<file path="config.mk">
export PLATFORM = sky130hd
export DESIGN_NAME = intpol2_d4_ctrl_fsm
export DESIGN_NICKNAME = d
export VERILOG_FILES = /design/src/rtl/intpol2_d4_ctrl_fsm_pkg.sv /design/src/rtl/intpol2_d4_ctrl_fsm_lat_cnt.sv /design/src/rtl/intpol2_d4_ctrl_fsm.sv
export SDC_FILE = /design/constraint.sdc
export NUM_CORES = 1
export LEC_CHECK = 0
export BUFFER_PORTS_ARGS = -buffer_cell sky130_fd_sc_hd__buf_4
export CAP_MARGIN = 20
export CORE_MARGIN = 2
export CORE_UTILIZATION = 42
export CTS_CLUSTER_DIAMETER = 60
export CTS_CLUSTER_SIZE = 20
export DETAILED_ROUTE_END_ITERATION = 8
export PLACE_DENSITY = 0.78
export SLEW_MARGIN = 10
export SYNTH_ARGS = -nofsm -noshare
export SYNTH_HDL_FRONTEND = slang
export SYNTH_SLANG_ARGS = --single-unit
</file>
<file path="constraint.sdc">
create_clock -name clk -period 2.34 [get_ports clk]
set_input_delay 0.351 -clock clk [delete_from_list [all_inputs] [get_ports clk]]
set_output_delay 0.351 -clock clk [all_outputs]
set_load 0.01 [all_outputs]
</file>
<file path="src/rtl/intpol2_d4_ctrl_fsm_pkg.sv">
// Shared types and constants for the x4 quadratic interpolator control path.
package intpol2_d4_ctrl_fsm_pkg;

    typedef enum logic [2:0] {
        IDLE,
        LOAD_M,
        WAIT_IN,
        READ,
        PIPE,
        WRITE,
        DONE
    } state_t;

    localparam int unsigned INTPOL_FACTOR = 4;
    localparam int unsigned PHASE_W       = 2;
    localparam int unsigned LAT_W         = 4;

    localparam logic [PHASE_W-1:0] PHASE_LAST = PHASE_W'(INTPOL_FACTOR - 1);

endpackage

</file>
<file path="src/rtl/intpol2_d4_ctrl_fsm_lat_cnt.sv">
// Loadable down-counter with zero flag; times the datapath latency after each FIFO pop.
module intpol2_d4_ctrl_fsm_lat_cnt
    import intpol2_d4_ctrl_fsm_pkg::*;
(
    input  logic             clk,
    input  logic             rstn,
    input  logic             clear,
    input  logic             load,
    input  logic [LAT_W-1:0] load_val,
    input  logic             dec,
    output logic [LAT_W-1:0] cnt,
    output logic             zero
);

    always_ff @(posedge clk) begin
        if (!rstn || clear) begin
            cnt <= '0;
        end else if (load) begin
            cnt <= load_val;
        end else if (dec && (cnt != '0)) begin
            cnt <= cnt - LAT_W'(1);
        end
    end

    assign zero = (cnt == '0);

endmodule

</file>
<file path="src/rtl/intpol2_d4_ctrl_fsm.sv">
// Control FSM for the quadratic x4 interpolator: loads 3 coefficients, then per
// input sample pops one FIFO word, waits out the datapath and writes 4 outputs.
module intpol2_d4_ctrl_fsm
    import intpol2_d4_ctrl_fsm_pkg::*;
#(
    parameter int unsigned CONFIG_WIDTH = 32,
    parameter int unsigned PIPE_LAT     = 2
) (
    input  logic                    clk,
    input  logic                    rstn,
    input  logic                    clear,
    input  logic                    start,
    input  logic [CONFIG_WIDTH-1:0] ilen,
    input  logic                    Empty,
    input  logic                    Afull,
    input  logic                    comp_addr,
    input  logic                    comp_cnt,
    output logic                    busy,
    output logic                    done,
    output logic                    en_M_addr,
    output logic                    Read_Enable,
    output logic                    en_sum,
    output logic                    Write_Enable,
    output logic [PHASE_W-1:0]      phase
);

    state_t           state;
    logic [LAT_W-1:0] lat_cnt;
    logic             lat_zero;
    logic             lat_last;

    intpol2_d4_ctrl_fsm_lat_cnt u_lat_cnt (
        .clk      (clk),
        .rstn     (rstn),
        .clear    (clear),
        .load     (state == READ),
        .load_val (LAT_W'(PIPE_LAT - 1)),
        .dec      (state == PIPE),
        .cnt      (lat_cnt),
        .zero     (lat_zero)
    );

    // Leave PIPE on the cycle the count hits zero, so the first write lands
    // PIPE_LAT cycles after the pop (PIPE is always visited once).
    assign lat_last = lat_zero || (lat_cnt == LAT_W'(1));

    always_ff @(posedge clk) begin
        if (!rstn || clear) begin
            state       <= IDLE;
            phase       <= '0;
            busy        <= 1'b0;
            done        <= 1'b0;
            Read_Enable <= 1'b0;
        end else begin
            done        <= 1'b0;
            Read_Enable <= 1'b0;
            case (state)
                IDLE: begin
                    if (start) begin
                        busy <= 1'b1;
                        if (ilen == '0) begin
                            state <= DONE;
                            done  <= 1'b1;
                        end else begin
                            state <= LOAD_M;
                        end
                    end
                end
                LOAD_M: begin
                    if (comp_addr) state <= WAIT_IN;
                end
                WAIT_IN: begin
                    if (!Empty) begin
                        state       <= READ;
                        Read_Enable <= 1'b1;
                    end
                end
                READ: begin
                    state <= PIPE;
                end
                PIPE: begin
                    if (lat_last) state <= WRITE;
                end
                WRITE: begin
                    if (!Afull) begin
                        if (comp_cnt) begin
                            state <= DONE;
                            done  <= 1'b1;
                            phase <= '0;
                        end else if (phase == PHASE_LAST) begin
                            state <= WAIT_IN;
                            phase <= '0;
                        end else begin
                            phase <= phase + PHASE_W'(1);
                        end
                    end
                end
                DONE: begin
                    state <= IDLE;
                    busy  <= 1'b0;
                end
                default: begin
                    state <= IDLE;
                    busy  <= 1'b0;
                end
            endcase
        end
    end

    // Strobes that must react to same-cycle backpressure are gated by the input.
    assign en_M_addr    = (state == LOAD_M) && !comp_addr;
    assign Write_Enable = (state == WRITE) && !Afull;
    assign en_sum       = Write_Enable;

endmodule

</file>
# After elaboration in Yosys (flattened, before gate mapping)
# Cells that the tools add are included.
# W data, S select, Z words.
[op_classes]
n_addsub = 2
n_eq_ne = 13
n_mux = 21
bitwise = 3
n_reduce_logical = 19
[op_table]
columns = ["op", "count"]
rows = [
  ["$logic_not A32 Y1", 1],
  ["$mux W3", 8],
  ["$pmux W3 S6", 1],
  ["$ne A2 B2 Y1 const B", 5],
  ["$mux W1", 8],
  ["$eq A3 B2 Y1 const B", 2],
  ["$eq A3 B3 Y1 const B", 2],
  ["$reduce_and A6 Y1", 1],
  ["$reduce_or A5 Y1", 1],
  ["$eq A4 B1 Y1 const B", 1],
  ["$logic_not A4 Y1", 1],
  ["$mux W2", 2],
  ["$pmux W1 S2", 2],
  ["$reduce_and A2 Y1", 2],
  ["$reduce_bool A4 Y1", 1],
  ["$reduce_or A2 Y1", 2],
  ["$sub A4 B1 Y4 const B", 1],
  ["$eq A3 B1 Y1 const B", 1],
  ["$logic_and A1 B1 Y1", 3],
  ["$logic_not A1 Y1", 3],
  ["$logic_not A3 Y1", 1],
  ["$ne A3 B3 Y1 const B", 1],
  ["$not A1 Y1", 3],
  ["$add A2 B1 Y2 const B", 1],
  ["3 further kinds", 4],
]
[word_totals]
ff_bits = 12
input_bits = 40
wordCells = 65

# Depth between registers and ports, before layout
# Gate-level depths: netlist of the first run.
[logic_depth]
ltp_word = 5
mapped_depth = 6
mapped_depth_nobuf = 6

# Modules after synthesis
# A second synthesis of the first run with hierarchy kept.
[hier_totals]
hier_cells = 110
area_unflattened_um2 = 878.3
[by_module_without_submodules]
columns = ["module", "instances", "cells_each", "area_per_inst_um2", "seq_area_each_um2"]
rows = [
  ["intpol2_d4_ctrl_fsm", 1, 79, 616.8, 160.2],
  ["intpol2_d4_ctrl_fsm_lat_cnt", 1, 31, 261.5, 80.1],
]

# Worst setup path after synthesis of the first run
# OpenSTA, ideal clock, no wires.
[synth_path]
path_kind = "register to register"
start = "register u_lat_cnt.cnt[0]"
end = "register state[2]"
setup_ns = 0.117
arrival_ns = 1.541
required_time_ns = 2.223
slack_ns = 0.682
stages_incl_launch_ff = 7
path_buffers = 0
cell_sequence = "dfxtp_1 -> inv_1 -> ha_1 -> or2_0 -> a211o_1 -> nor4b_2 -> a32o_1"
[synth_between]
elab_chain_len = 4
[synth_lines]
columns = ["item", "line", "source"]
rows = [
  ["start: declaration", "intpol2_d4_ctrl_fsm_lat_cnt.sv:11", "output logic [LAT_W-1:0] cnt,"],
  ["start signal: assignment", "intpol2_d4_ctrl_fsm_lat_cnt.sv:19", "cnt <= load_val;"],
  ["start signal: assignment", "intpol2_d4_ctrl_fsm_lat_cnt.sv:21", "cnt <= cnt - LAT_W'(1);"],
  ["$eq A4 B1 Y1 / $logic_not A4 Y1 (equally long branches)", "intpol2_d4_ctrl_fsm.sv:45, intpol2_d4_ctrl_fsm_lat_cnt.sv:25", ""],
  ["$logic_or A1 B1 Y1 *", "intpol2_d4_ctrl_fsm.sv:45", "assign lat_last = lat_zero || (lat_cnt == LAT_W'(1));"],
  ["$ne A2 B2 Y1 (no line) *", "n/a", ""],
  ["$reduce_and A6 Y1 (no line) *", "n/a", ""],
  ["end signal: assignment", "intpol2_d4_ctrl_fsm.sv:49", "state <= IDLE;"],
  ["end signal: assignment", "intpol2_d4_ctrl_fsm.sv:62", "state <= DONE;"],
  ["end signal: assignment", "intpol2_d4_ctrl_fsm.sv:65", "state <= LOAD_M;"],
  ["end: declaration", "intpol2_d4_ctrl_fsm.sv:27", "state_t state;"],
]
# Every way passes the cells marked *; elsewhere a longest branch is shown, timed or not.
# A chain may end at the register's enable or synchronous reset.

# Final worst setup path of the first run
[layout_path]
start = "register state[2]"
end = "output port en_sum"
[layout_between]
elab_chain_len = 2
[layout_lines]
columns = ["item", "line", "source"]
rows = [
  ["$eq A3 B3 Y1", "intpol2_d4_ctrl_fsm.sv:112", "assign Write_Enable = (state == WRITE) && !Afull;"],
  ["$logic_and A1 B1 Y1", "intpol2_d4_ctrl_fsm.sv:112", ""],
  ["end: declaration", "intpol2_d4_ctrl_fsm.sv:22", "output logic en_sum,"],
]
# Every way passes these cells.

==> results.sh, run 1 <==
export IMPL_rr_worst_depth=6
export IMPL_maxCapViolCount=0
export IMPL_power_density_nw_per_um2=383
export IMPL_max_slew_margin=0.702
export IMPL_ys_seq_elements=12
export IMPL_pwr_share_comb=0.175
export IMPL_finalCritPeriodShare=0.768
export IMPL_drtIter0Drc=9
export IMPL_yosys_warnings=0
export IMPL_worst_pin_slew_ps=446
export IMPL_fin_nets=188
export IMPL_drc_errors=0
export IMPL_cts_hold_buf=0
export IMPL_dr_pass1_iters=4
export IMPL_grt_first_pass_wirelength_um=3350
export IMPL_hold_viol=0
export IMPL_hp_start="Empty"
export IMPL_diodes=0
export IMPL_synthFlopType="dfxtp_1"
export IMPL_cts_setup_buffers=0
export IMPL_synth_edf_count=0
export IMPL_core_um2=1760
export IMPL_irDropWorstVdd_uv=307
export IMPL_overflow=0
export IMPL_cts_resized=0
export IMPL_cts_tree="yes"
export IMPL_initial_core_util=0.458
export IMPL_viasPerCell=5.27
export IMPL_reg2reg_to="state[2]$_SDFFE_PP0P_"
export IMPL_avgSynthCellArea_um2=8.25
export IMPL_grtUsageTotal=0.205
export IMPL_layout_drive_gt1_share=0.403
export IMPL_leakage_nw=0.516
export IMPL_antenna_found_initial=0
export IMPL_wl_met3_um=131
export IMPL_final_cell_area_um2=1200
export IMPL_htreeDepth=1
export IMPL_gp_congestion=0.795
export IMPL_outcome="complete, no violations"
export IMPL_r2r_slack_ps=580
export IMPL_syn_nets=141
export IMPL_final_common_cell="buf_4"
export IMPL_maxSlewViolCount=0
export IMPL_p_int_mw=0.355
export IMPL_synth_distinct_cells=39
export IMPL_seqPwrFrac=0.459
export IMPL_setup_tns_final_ps=0
export IMPL_setup_slack_ps=542
export IMPL_post_drt_wl_per_cell_um=13.0
export IMPL_crit_end="en_sum"
export IMPL_cts_root_buf="clkbuf_4"
export IMPL_grt_start_max_net_pins=15
export IMPL_p_sw_mw=0.105
export IMPL_pin_count=48
export IMPL_grt_pass1_vias=862
export IMPL_hold_path_class="in -> reg"
export IMPL_antenna_left=0
export IMPL_path_class="reg -> out"
export IMPL_power_share_switching=0.228
export IMPL_grt_setup_unrepaired="no"
export IMPL_vias=891
export IMPL_cts_sinks=12
export IMPL_dp_slack_ps=578
export IMPL_synth_top_area_frac=0.297
export IMPL_drt_met1_wl_um=962
export IMPL_die_w_um=47.9
export IMPL_area_growth_pct=48.5
export IMPL_die_area_um2=2290
export IMPL_finalSetupViolCount=0
export IMPL_critical_path_max_fanout=14
export IMPL_required_ps=1990
export IMPL_fmax_mhz=556
export IMPL_clk_pin_slew_ps=80
export IMPL_wl_met2_um=1080
export IMPL_path_cells="and4bb_1 > buf_4"
export IMPL_r2r_start="u_lat_cnt.cnt[0]$_SDFFE_PP0P_"
export IMPL_crit_path_start_kind="flip-flop"
export IMPL_clockBufferDepth=2
export IMPL_synthCells=98
export IMPL_yosys_top_cells_area="dfxtp_1, nor4_1, ha_1"
export IMPL_ys_seq_area_frac=0.297
export IMPL_yosysTopAreaCell="dfxtp_1"
export IMPL_place_hpwl_um=1810
export IMPL_netlist_area_um2=808
export IMPL_place_area_um2=1160
export IMPL_worstPathArrival_ps=1450
export IMPL_drt_total_wl_um=2200
export IMPL_port_buffers=47
export IMPL_p_clk_frac=0.366
export IMPL_fin_crit_ps=1800
export IMPL_cts_inserted_buffers=3
export IMPL_ys_async_sr_fraction=0
export IMPL_die_y_um=47.9
export IMPL_top_layer_used="met4"
export IMPL_rows=15
export IMPL_cp_startpoint="state[2]$_SDFFE_PP0P_"
export IMPL_fillers=160
export IMPL_endpoint_kind="output pin"
export IMPL_crit_slowest_cell="dfxtp_1"
export IMPL_insertion_delay_ps=280
export IMPL_max_stage_delay_ps=600
export IMPL_fin_skew_ps=1.13
export IMPL_final_cell_mix="buf_4, dfxtp_1, nand2_1, nor4_1, nor2_1"
[synthesized netlist by cell type (3+ instances only)]
cell type	count
nand2b_1	4
dfxtp_1	12
ha_1	3
nor4_1	9
nor3_1	4
nor2_1	8
a21oi_1	5
nor2b_1	3
inv_1	3
nand2_1	9
[power by group through the flow]
stage               registers, mW  logic (mW)  clock network [mW]
floorplan                   0.213      0.0259                   0
detailed placement          0.216      0.0805                   0
CTS                         0.211      0.0806               0.174
global placement            0.216      0.0787                   0
finish                      0.211      0.0803               0.168
global route                0.212      0.0870               0.180
[area by class of cell]
type / instances / area (um^2) / area share
well taps: 25 / 31.3 / 0.0261
repair buffers: 47 / 353 / 0.294
clock buffers: 4 / 36.3 / 0.0302
multi-input cells: 78 / 528 / 0.440
inverters: 3 / 11.3 / 0.00938
flip-flops and latches: 12 / 240 / 0.200
[state kept, by name, indices dropped and copies added (netlist names)]
| name | count |
|---|---|
| done | 1 |
| u_lat_cnt.cnt | 4 |
| Read_Enable | 1 |
| busy | 1 |
| state | 3 |
| phase | 2 |
[how the worst min path moves through the flow]
| stage | to | slack, ps | cells past startpoint |
|---|---|---|---|
| CTS | Read_Enable$_SDFF_PP0_ | 250 | 2 |
| finish | Read_Enable$_SDFF_PP0_ | 250 | 2 |
| floorplan | Read_Enable$_SDFF_PP0_ | 430 | 1 |
| global route | Read_Enable$_SDFF_PP0_ | 250 | 2 |
| global placement | busy$_SDFFE_PP0P_ | 450 | 2 |
| detailed placement | busy$_SDFFE_PP0P_ | 460 | 2 |
[worst max-delay path, delay by kind of cell (launching register included)]
kind                   cells  cell delay [ps]
buffers and inverters      1              170
DFF                        1              600
and+or+nand+nor            1              400
[metal layers]
layer / GRT usage / vias up
li1: - / 451
met1: 0.226 / 406
met2: 0.371 / 29
met3: 0.0679 / 5
met4: 0.0595 / 0
met5: 0 / -
[through the flow]
step            util  hold WS [ps]  cells  total power [mW]
2_1_floorplan      -           429     98             0.239
3_3_place_gp   0.660           447    165             0.294
3_5_place_dp   0.660           462    165             0.296
4_1_cts        0.680           247    169             0.466
5_1_grt        0.680           250    169             0.478
6_report       0.680           250    169             0.460
[cells by family after synthesis]
group           share of synthesized area
compound gates                      0.153
xor+xnor                           0.0325
fa+ha+maj                          0.0464
buf+inv                            0.0495
flops                               0.297
mux                                0.0248
simple gates                        0.396
(Power assumes the default switching activity.)
==> run 2, diff against run 1 <==
Clock period 2.34 ns to 1.9 ns, I/O delays scaled along.
==> results.sh, run 2 (synthesis gave the netlist of run 1 again) <==
export IMPL_p_sw_mw=0.138
export IMPL_worst_pin_slew_ps=438
export IMPL_htreeDepth=1
export IMPL_drt_total_wl_um=2260
export IMPL_regMostFlops="u_lat_cnt.cnt"
export IMPL_final_cell_mix="buf_4, dfxtp_1, nand2_1, nor4_1, nor2_1"
export IMPL_post_drt_wl_per_cell_um=13.4
export IMPL_wl_met3_um=168
export IMPL_cts_inserted_buffers=3
export IMPL_drt_met1_wl_um=944
export IMPL_clk_pin_slew_ps=80
export IMPL_antenna_left=0
export IMPL_fillers=159
export IMPL_insertion_delay_ps=290
export IMPL_min_to="Read_Enable$_SDFF_PP0_"
export IMPL_pwr_share_comb=0.173
export IMPL_viasPerCell=5.25
export IMPL_cts_sinks=12
export IMPL_initial_core_util=0.458
export IMPL_clockBufferDepth=2
export IMPL_hold_viol=0
export IMPL_dp_slack_ps=140
export IMPL_rr_worst_depth=6
export IMPL_finalCritPeriodShare=0.926
export IMPL_drtIter0Drc=8
export IMPL_drc_errors=0
export IMPL_fin_skew_ps=1.41
export IMPL_hold_path_class="in -> reg"
export IMPL_overflow=0
export IMPL_power_density_nw_per_um2=480
export IMPL_fin_nets=188
export IMPL_antenna_found_initial=0
export IMPL_outcome="complete, no violations"
export IMPL_area_growth_pct=48.5
export IMPL_die_y_um=47.9
export IMPL_reg2reg_to="state[2]$_SDFFE_PP0P_"
export IMPL_hold_ws_ps=178
export IMPL_crit_slowest_cell="dfxtp_1"
export IMPL_vias=887
export IMPL_p_int_mw=0.438
export IMPL_worstPathArrival_ps=1950
export IMPL_top_layer_used="met4"
export IMPL_gp_congestion=0.819
export IMPL_grt_first_pass_wirelength_um=3670
export IMPL_grt_setup_unrepaired="no"
export IMPL_leakage_nw=0.516
export IMPL_core_um2=1760
export IMPL_maxCapViolCount=0
export IMPL_whs_path_depth=2
export IMPL_irDropWorstVdd_uv=311
export IMPL_largest_reg_flops=4
export IMPL_path_class="reg -> reg"
export IMPL_grt_pass1_vias=894
export IMPL_path_cells="inv_1 > ha_1 > or2_0 > a211o_1 > nor4b_2 > a32o_1"
export IMPL_port_buffers=47
export IMPL_cts_setup_buffers=0
export IMPL_required_ps=2090
export IMPL_fin_crit_ps=1760
export IMPL_cts_hold_buf=0
export IMPL_r2r_start="u_lat_cnt.cnt[0]$_SDFFE_PP0P_"
export IMPL_wl_met2_um=1110
export IMPL_setup_slack_ps=141
export IMPL_grt_start_max_net_pins=15
export IMPL_cts_root_buf="clkbuf_4"
export IMPL_die_area_um2=2290
export IMPL_endpoint_kind="flip-flop"
export IMPL_crit_path_start_kind="flip-flop"
export IMPL_fin_util=0.680
export IMPL_setup_tns_final_ps=0
export IMPL_layout_drive_gt1_share=0.403
export IMPL_max_stage_delay_ps=400
export IMPL_maxSlewViolCount=0
export IMPL_fmax_mhz=568
export IMPL_grtUsageTotal=0.232
export IMPL_max_slew_margin=0.708
export IMPL_seqPwrFrac=0.452
export IMPL_hp_start="Empty"
export IMPL_place_hpwl_um=1900
export IMPL_p_clk_frac=0.375
export IMPL_diodes=0
export IMPL_final_common_cell="buf_4"
export IMPL_r2r_slack_ps=140
export IMPL_largestRegisters="u_lat_cnt.cnt (4), state (3), phase (2)"
export IMPL_dr_pass1_iters=4
export IMPL_die_w_um=47.9
export IMPL_cts_resized=0
export IMPL_cts_tree="yes"
export IMPL_critical_path_max_fanout=4
export IMPL_rows=15
export IMPL_pin_count=48
export IMPL_finalSetupViolCount=0
export IMPL_power_share_switching=0.240
==> run 2: cell counts in the layout (fill, tap and decap cells not counted) <==
No cell type changed its count.
==> run 2: layout make-up <==
type	count	area (um^2)	share of cell area
Multi-Input combinational cell	78	528	0.440
Clock buffer	4	36.3	0.0302
Tap cell	25	31.3	0.0261
Inverter	3	11.3	0.00938
Sequential cell	12	240	0.200
Timing Repair Buffer	47	353	0.294
==> run 2: metrics by stage <==
stage                     power [mW]  cell area [um^2]  cells
after global placement         0.363              1160    165
after detailed placement       0.366              1160    165
after global routing           0.600              1200    169
after floorplan                0.294               808     98
final                          0.576              1200    169
after CTS                      0.582              1200    169
==> run 2: worst max path at each step <==
stage                            end  cells after the start  slack, ps                     startpoint
2_1_floorplan  state[2]$_SDFFE_PP0P_                      6        240  u_lat_cnt.cnt[0]$_SDFFE_PP0P_
3_3_place_gp   state[2]$_SDFFE_PP0P_                      6        200  u_lat_cnt.cnt[0]$_SDFFE_PP0P_
3_5_place_dp   state[2]$_SDFFE_PP0P_                      6        140  u_lat_cnt.cnt[0]$_SDFFE_PP0P_
4_1_cts        state[2]$_SDFFE_PP0P_                      6        130  u_lat_cnt.cnt[0]$_SDFFE_PP0P_
5_1_grt        state[2]$_SDFFE_PP0P_                      6         40  u_lat_cnt.cnt[0]$_SDFFE_PP0P_
6_report       state[2]$_SDFFE_PP0P_                      6        140  u_lat_cnt.cnt[0]$_SDFFE_PP0P_
==> run 2: routing by layer <==
layer,up-vias,track usage
met5,-,0
met4,0,0.0919
met3,4,0.113
met2,33,0.381
met1,397,0.256
li1,453,-
==> run 2: power by group through the flow <==
| stage | clock network [mW] | logic [mW] | registers (mW) |
|---|---|---|---|
| after floorplan | 0 | 0.0319 | 0.262 |
| after global placement | 0 | 0.0970 | 0.266 |
| after detailed placement | 0 | 0.0998 | 0.266 |
| after CTS | 0.222 | 0.100 | 0.260 |
| after global routing | 0.230 | 0.109 | 0.261 |
| final | 0.216 | 0.0999 | 0.260 |
==> run 2: worst max-delay path, delay by kind of cell, from the launching register on <==
family,cells,cell delay [ps]
buffers and inverters,1,60
adder cells (fa/ha/maj),1,240
AO/OA/AOI/OAI,2,560
flip-flops,1,400
AND/OR/NAND/NOR,2,410
==> run 3, diff against run 2 <==
Settings changed: RECOVER_POWER set to 25.
==> results.sh, run 3 (synthesis gave the netlist of run 1 again) <==
export IMPL_outcome="complete, no violations"
export IMPL_path_delay_family="compound AO/OA/AOI/OAI gates"
export IMPL_post_drt_wl_per_cell_um=13.3
export IMPL_gp_congestion=0.819
export IMPL_grt_pass1_vias=894
export IMPL_path_class="reg -> reg"
export IMPL_crit_path_start_kind="flip-flop"
export IMPL_htreeDepth=1
export IMPL_place_hpwl_um=1900
export IMPL_cts_sinks=12
export IMPL_max_slew_margin=0.708
export IMPL_cts_setup_buffers=0
export IMPL_maxSlewViolCount=0
export IMPL_cts_inserted_buffers=3
export IMPL_hold_path_class="in -> reg"
export IMPL_grt_start_max_net_pins=15
export IMPL_core_um2=1760
export IMPL_rows=15
export IMPL_drc_errors=0
export IMPL_cts_hold_buf=0
export IMPL_initial_core_util=0.458
export IMPL_pin_count=48
export IMPL_grt_setup_unrepaired="no"
export IMPL_power_density_nw_per_um2=486
export IMPL_fin_util=0.670
export IMPL_grtUsageTotal=0.232
export IMPL_clk_pin_slew_ps=80
export IMPL_critical_path_max_fanout=4
export IMPL_layout_drive_gt1_share=0.368
export IMPL_cts_resized=0
export IMPL_largest_reg_flops=4
export IMPL_setup_tns_final_ps=0
export IMPL_endpoint_kind="flip-flop"
export IMPL_use_met1=0.256
export IMPL_cts_tree="yes"
export IMPL_clockBufferDepth=2
export IMPL_drt_total_wl_um=2250
export IMPL_crit_slowest_cell="dfxtp_1"
export IMPL_dr_pass1_iters=4
export IMPL_cp_num_buf_inv=1
export IMPL_finalCritPeriodShare=0.926
export IMPL_die_y_um=47.9
export IMPL_overflow=0
export IMPL_cts_root_buf="clkbuf_4"
export IMPL_path_cells="inv_1 > ha_1 > or2_0 > a211o_1 > nor4b_2 > a32o_1"
export IMPL_antenna_found_initial=0
export IMPL_hold_viol=0
export IMPL_finalSetupViolCount=0
export IMPL_port_buffers=47
export IMPL_leakage_nw=0.495
export IMPL_area_growth_pct=46.1
export IMPL_fin_nets=188
export IMPL_worst_pin_slew_ps=438
export IMPL_final_common_cell="buf_4"
export IMPL_required_ps=2090
export IMPL_die_w_um=47.9
export IMPL_maxCapViolCount=0
export IMPL_grt_first_pass_wirelength_um=3670
export IMPL_insertion_delay_ps=290
export IMPL_fmax_mhz=568
export IMPL_final_cell_mix="buf_4, dfxtp_1, nand2_1, nor4_1, nor2_1"
export IMPL_antenna_left=0
export IMPL_regMostFlops="u_lat_cnt.cnt"
export IMPL_use_met3=0.113
export IMPL_max_stage_delay_ps=400
export IMPL_worstPathArrival_ps=1950
export IMPL_fin_skew_ps=1.76
export IMPL_diodes=0
export IMPL_viasPerCell=5.25
export IMPL_largestRegisters="u_lat_cnt.cnt (4), state (3), phase (2)"
export IMPL_fin_crit_ps=1760
export IMPL_vias=888
export IMPL_irDropWorstVdd_uv=315
export IMPL_met2_usage=0.381
export IMPL_die_area_um2=2290
export IMPL_drtIter0Drc=10
export IMPL_grt_most_used_layer="met2"
-- run 3: layout make-up --
cell class,instances,area (um^2)
Clock buffer,4,36.3
Fill cell,167,583
Inverter,3,11.3
Multi-Input combinational cell,78,528
Sequential cell,12,240
Tap cell,25,31.3
Timing Repair Buffer,47,334
-- run 3: final timing paths --
path              cells after the start                      to  slack (ps)                           from
setup / recovery                      6   state[2]$_SDFFE_PP0P_         140  u_lat_cnt.cnt[0]$_SDFFE_PP0P_
hold / removal                        2  Read_Enable$_SDFF_PP0_         180                          Empty
setup reg to reg                      6   state[2]$_SDFFE_PP0P_         140  u_lat_cnt.cnt[0]$_SDFFE_PP0P_
hold reg to reg                       2       busy$_SDFFE_PP0P_         480              busy$_SDFFE_PP0P_
-- run 3: metal layers --
metal | share of wire | wire (um) | vias up
met5 | 0 | 0 | -
met1 | 0.41 | 929 | 398
met2 | 0.49 | 1100 | 33
met3 | 0.078 | 175 | 4
met4 | 0.017 | 38 | 0
li1 | - | - | 453
-- run 3: metrics by stage --
step	power, mW	std cells	hold WS, ps	setup slack (ps)	instance area, um^2
2_1_floorplan	0.294	98	363	242	808
3_3_place_gp	0.363	165	448	205	1160
6_report	0.574	169	178	141	1180
4_1_cts	0.582	169	173	130	1200
5_1_grt	0.598	169	185	37.4	1180
3_5_place_dp	0.366	165	465	140	1160
-- run 3: where the power goes --
group | leakage, nW | switching, mW | internal (mW)
clock | 0.0210 | 0.0984 | 0.117
combinational | 0.377 | 0.0331 | 0.0658
sequential | 0.0969 | 0.00614 | 0.254
